File: src/rtl/fc_result_argmax.sv
// fc_result_argmax: collects one frame of signed FC class scores, tracks the
// running argmax and presents the winner plus the buffered scores to the SPI
// readout through a valid/ack handshake.
// Optional build macro ARGMAX_MARGIN_EN adds oMARGIN (best minus second-best).
//
// state   | meaning
// --------+--------------------------------------------------
// IDLE    | waiting for the first score of a frame
// COLLECT | scores 1..oLEN-1 received, more expected
// HOLD    | result valid on oVALID/oCLASS/oMAX, awaiting iACK
module fc_result_argmax #(
    parameter int WLc  = 13,
    parameter int oLEN = 5,
    parameter int IDXW = 3
) (
    input  logic            iCLK,
    input  logic            iRSTn,
    input  logic            iCLR,
    input  logic            iVALID,
    input  logic [WLc-1:0]  iDATA,
    input  logic            iACK,
    input  logic [IDXW-1:0] iRADDR,
    output logic [WLc-1:0]  oRDATA,
    output logic            oVALID,
    output logic [IDXW-1:0] oCLASS,
    output logic [WLc-1:0]  oMAX,
    output logic            oBUSY,
    output logic            oOVF
`ifdef ARGMAX_MARGIN_EN
    ,
    output logic [WLc:0]    oMARGIN
`endif
);

    // cnt must be able to hold oLEN itself, hence one extra bit
    localparam int CNTW = IDXW + 1;

    typedef enum logic [1:0] {
        ST_IDLE    = 2'd0,
        ST_COLLECT = 2'd1,
        ST_HOLD    = 2'd2
    } state_t;

    state_t                 state, state_nxt;
    logic [WLc-1:0]         score_buf [oLEN];
    logic [CNTW-1:0]        cnt;
    logic signed [WLc-1:0]  run_max;
    logic [IDXW-1:0]        run_idx;

    logic                   start_frame;
    logic                   accept;
    logic                   frame_done;
    logic                   ack_take;
    logic                   ovf_set;
    logic                   new_gt;
    logic signed [WLc-1:0]  fin_max;
    logic [IDXW-1:0]        fin_idx;

    assign new_gt  = $signed(iDATA) > run_max;
    assign fin_max = (start_frame || new_gt) ? $signed(iDATA) : run_max;
    assign fin_idx = start_frame ? '0 : (new_gt ? cnt[IDXW-1:0] : run_idx);
    assign oBUSY   = (state == ST_COLLECT);

`ifdef ARGMAX_MARGIN_EN
    localparam logic signed [WLc-1:0] SCORE_MIN = {1'b1, {(WLc-1){1'b0}}};

    logic signed [WLc-1:0]  run_sec;
    logic signed [WLc-1:0]  fin_sec;
    logic [WLc:0]           fin_margin;

    // a single-score frame compares the winner with itself, giving margin 0
    assign fin_sec    = start_frame ? $signed(iDATA) :
                        new_gt ? run_max :
                        ($signed(iDATA) > run_sec) ? $signed(iDATA) : run_sec;
    assign fin_margin = {fin_max[WLc-1], fin_max} - {fin_sec[WLc-1], fin_sec};
`endif

    // state register
    always_ff @(posedge iCLK or negedge iRSTn) begin
        if (!iRSTn) state <= ST_IDLE;
        else        state <= state_nxt;
    end

    // next-state and datapath strobes; clear beats everything else
    always_comb begin
        state_nxt   = state;
        start_frame = 1'b0;
        accept      = 1'b0;
        frame_done  = 1'b0;
        ack_take    = 1'b0;
        ovf_set     = 1'b0;
        if (iCLR) begin
            state_nxt = ST_IDLE;
        end else begin
            case (state)
                ST_IDLE: begin
                    if (iVALID) begin
                        start_frame = 1'b1;
                        frame_done  = (oLEN == 1);
                        state_nxt   = (oLEN == 1) ? ST_HOLD : ST_COLLECT;
                    end
                end
                ST_COLLECT: begin
                    if (iVALID) begin
                        accept = 1'b1;
                        if (cnt == CNTW'(oLEN - 1)) begin
                            frame_done = 1'b1;
                            state_nxt  = ST_HOLD;
                        end
                    end
                end
                ST_HOLD: begin
                    if (iACK) begin
                        ack_take  = 1'b1;
                        state_nxt = ST_IDLE;
                        if (iVALID) begin
                            start_frame = 1'b1;
                            frame_done  = (oLEN == 1);
                            state_nxt   = (oLEN == 1) ? ST_HOLD : ST_COLLECT;
                        end
                    end else if (iVALID) begin
                        ovf_set = 1'b1;
                    end
                end
                default: state_nxt = ST_IDLE;
            endcase
        end
    end

    // score buffer, running argmax and registered result
    always_ff @(posedge iCLK or negedge iRSTn) begin
        if (!iRSTn) begin
            for (int i = 0; i < oLEN; i++) score_buf[i] <= '0;
            cnt     <= '0;
            run_max <= '0;
            run_idx <= '0;
            oVALID  <= 1'b0;
            oCLASS  <= '0;
            oMAX    <= '0;
            oOVF    <= 1'b0;
`ifdef ARGMAX_MARGIN_EN
            run_sec <= '0;
            oMARGIN <= '0;
`endif
        end else if (iCLR) begin
            cnt    <= '0;
            oVALID <= 1'b0;
            oOVF   <= 1'b0;
        end else begin
            if (start_frame) begin
                score_buf[0] <= iDATA;
                run_max      <= $signed(iDATA);
                run_idx      <= '0;
                cnt          <= CNTW'(1);
`ifdef ARGMAX_MARGIN_EN
                run_sec      <= SCORE_MIN;
`endif
            end
            if (accept) begin
                score_buf[cnt[IDXW-1:0]] <= iDATA;
                cnt     <= cnt + CNTW'(1);
                run_max <= fin_max;
                run_idx <= fin_idx;
`ifdef ARGMAX_MARGIN_EN
                run_sec <= fin_sec;
`endif
            end
            if (frame_done) begin
                oVALID <= 1'b1;
                oCLASS <= fin_idx;
                oMAX   <= fin_max;
`ifdef ARGMAX_MARGIN_EN
                oMARGIN <= fin_margin;
`endif
            end else if (ack_take) begin
                oVALID <= 1'b0;
            end
            if (ovf_set) oOVF <= 1'b1;
        end
    end

    // combinational readout; addresses past the frame read as zero
    always_comb begin
        oRDATA = '0;
        if ({1'b0, iRADDR} < CNTW'(oLEN)) oRDATA = score_buf[iRADDR];
    end

endmodule

File: config.mk
export PLATFORM = sky130hd
export DESIGN_NAME = fc_result_argmax
export DESIGN_NICKNAME = d
export VERILOG_FILES = /design/src/rtl/fc_result_argmax.sv
export SDC_FILE = /design/constraint.sdc
export NUM_CORES = 1
export LEC_CHECK = 0
export CELL_PAD_IN_SITES_DETAIL_PLACEMENT = 1
export CELL_PAD_IN_SITES_GLOBAL_PLACEMENT = 2
export CORE_MARGIN = 5
export CORE_UTILIZATION = 28
export DETAILED_ROUTE_END_ITERATION = 12
export PLACE_DENSITY = 0.59
export SETUP_SLACK_MARGIN = 0.4
export SYNTH_ARGS = -nofsm -noshare
export SYNTH_HDL_FRONTEND = slang
export SYNTH_SLANG_ARGS = --single-unit
File: constraint.sdc
create_clock -name iCLK -period 2.6 [get_ports iCLK]
set_input_delay 0.26 -clock iCLK [delete_from_list [all_inputs] [get_ports iCLK]]
set_output_delay 0.26 -clock iCLK [all_outputs]
set_load 0.01 [all_outputs]
==> metrics.md <==
| Metric | Value |
|---|---|
| Outcome | completed |
| Layout cells sized above 1 | around a third |
| Crit-path cells | inv_1, ha_1, a21oi_2, o21ai_1, a221o_1, mux2i_2, a21oi_2, buf_4, mux2_2 |
| CTS clk-pin slew, worst paths | 0.07 ns |
| Placement Setup Slack | -0.169 ns |
| Cell variety after synth | 36 |
| Largest net degree at the start of global routing | between 40 and 50 |
| Pre-Repair DR Iteration Count | 4 |
| Worst setup EP type | flop |
| P&R area growth vs syn | 32.9% |
| Worst Skew | slightly above 0.008 ns |
| PnR worst setup slack | approximately 0.24 ns |
| CTS tree | done |
| RSZ-0062 raised after global routing | true |
| Final slew viol count | 0 |
| Nets | 591 |
| Initial antenna violation count | 0 |
| TritonCTS Sinks | between 100 and 150 |
| Crit-path slowest cell | a221o_1 |
| Clock Tree Root | clkbuf_16 |
| Synth Warn # | 0 |
| Total grt overflow | 0 |
| WL/cell | 19.5 um |
| Most common cell after layout, fill and taps aside | dfrtp_1 |
| Critical Path AT | ~2.6 ns |
| Placer Congestion | slightly above 0.7 |
| Critical Path Fanout Max | 5 |
| Design Power | ~4400 uW |
| Relative slew slack | roughly 55% |
| Worst Setup Path Type | flop to flop |
| Die height | approximately 150 um |
| Die area | 0.0213 mm^2 |
| Port-buffer cells | 52 |
| Starting Density | roughly 29% |
| Mapped Cells | about 460 |
| Clk_lat worst skew | roughly 0.35 ns |
| H-tree depth | 3 |
| Final setup violation count | 0 |
| Max VDD drop | about 0.32 mV |
| Least-Margin Pin Slew | between 0.6 and 0.7 ns |
| Inserted Diodes | 0 |
| Syn avg cell area | about 11 um^2 |
| Vias | about 3800 |
| Post-route ant nets | 0 |
| Tmin final | approximately 2.4 ns |
| Via density | around 4.9 |
| Die width | between 100 and 150 um |
| Post-synthesis register bit count | 105 |
| Most frequent cells in the layout | dfrtp_1, mux2_2, buf_4, nand2_1, o21ai_0 |
| Net Count, Synth | between 400 and 500 |
| CTS Buf Count | 9 |
| Layout fillers | 1950 |
| I/O pins | 53 |
| Seq/Total Area, Yosys | between 50% and 60% |
| Req. time, crit path | ~2.8 ns |
| Final design utilization | a little under two fifths |
| First-pass GRT wire length | about 25000 um |
| Maxcap violations | 0 |
| Pwr dens | approximately 640 mW/mm^2 |
| R2r setup slk | between 0.2 and 0.25 ns |
| DRC Markers | 0 |
| Total wire length | between 15000 and 20000 um |
| Crit-path max cell delay | 0.37 ns |
| Synth Cell Area | 0.00518 mm^2 |
| Final hold vios | 0 |
| Core Box Area | approximately 0.018 mm^2 |
| Period utilisation layout | about 90% |
| CP most frequent cell | a21oi_2 |
| Hold Path Class | input pin to asynchronous set/reset pin |
| Row Count | 49 |
| Vias in the first global route | ~4300 |
| Final HPWL DP | a little over 10000 um |
| Worst setup SP type | flop |
| FMAX | 424 MHz |
| Lkg Pwr | roughly 0.0032 uW |
| All-Layer GR Usage | 14.9% |
| Maximum clock insertion buffer count | 2 |
| Iter 0 DRT Violations | roughly 150 |
-- area by class of cell --
class                           instances  area (um^2)  area share (%)
Tap cell                              229          287            4.16
Clock inverter                          3         26.3           0.381
Timing Repair Buffer                  115         1110            16.1
Inverter                               30          113            1.63
Sequential cell                       105         2630            38.1
Multi-Input combinational cell        294         2470            35.9
Clock buffer                           11          253            3.67
-- metrics by stage --
step           TNS [ns]  cells  hold WS, ns  area (um^2)
2_1_floorplan         0    455      -0.0356         5220
3_3_place_gp      -2.23    747        0.340         6220
3_5_place_dp      -3.11    747        0.342         6220
4_1_cts               0    785        0.481         6800
6_report              0    787        0.474         6890
5_1_grt               0    787        0.519         6890
-- final timing paths --
path	from	end	cells after the start
max	run_max[6]	run_max[2]	9
min	iRSTn	oOVF	2
max reg2reg	run_max[6]	run_max[2]	9
min reg2reg	oCLASS[2]	oCLASS[2]	2
max in group asynchronous	iRSTn	asynchronous set/reset pin	3
min in group iCLK	oCLASS[2]	oCLASS[2]	2
-- cells in the mapped netlist (all sizes together) --
cell type / instances / area, um^2
dfrtp: 105 / 2630
mux2: 66 / 777
nand2: 52 / 195
o21ai: 42 / 210
inv: 30 / 113
a21oi: 20 / 104
nor2: 17 / 63.8
ha: 15 / 188
clkbuf: 14 / 52.6
mux4: 13 / 293
nand2b: 13 / 81.3
buf: 12 / 66.3
nand4: 10 / 62.6
a31oi: 9 / 56.3
o211ai: 6 / 45.0
nand3: 5 / 25.0
nor2b: 3 / 18.8
nor4: 3 / 37.5
a211oi: 2 / 15.0
and2: 2 / 12.5
and3b: 2 / 17.5
nand3b: 2 / 15.0
nor3: 2 / 10.0
nor3b: 2 / 15.0
a21boi: 1 / 7.51
a221o: 1 / 10.0
a22o: 1 / 8.76
mux2i: 1 / 13.8
o221ai: 1 / 8.76
o31ai: 1 / 7.51
o41ai: 1 / 16.3
xor2: 1 / 8.76
-- timing repair --
item | 4_1_cts | 5_1_grt
gates cloned | 2 | 1
endpoints found under the setup margin | 44 | 38
gates resized for setup | 44 | 13
hold endpoints to repair | 44 | 0
setup buffers | 21 | 1
hold buffers | 1 | 0
pin swaps | 12 | 9
-- metal layers --
layer  vias to the layer above  global-route usage (%)  part of all wire (%)
li1                       1803                       -                     -
met1                      1972                    19.2                    47
met2                        33                    25.9                    50
met3                        14                    2.32                   2.0
met4                         0                    4.56                   1.3
met5                         -                       0                     0
-- logic make-up after synthesis --
logic type	synth area share [%]
and+or+nand+nor	10.7
AOI/OAI and AO/OA	9.44
xor gates and xnor gates	0.169
adders and majority gates	3.62
DFF	50.7
muxes	20.9
buffers and inverters	4.47
-- worst max-delay path: cells and delay by family (launching register included) --
family	cells	cell delay (ns)
buf+inv	2	0.23
flops	1	0.36
compound gates	4	0.81
fa+ha+maj	1	0.32
mux	2	0.53
-- where the power goes --
| group | internal, uW | switching, uW |
|---|---|---|
| clock network | 700 | 624 |
| logic | 627 | 559 |
| registers | 1800 | 103 |
No activity file was read; power rests on OpenSTA's default activity.
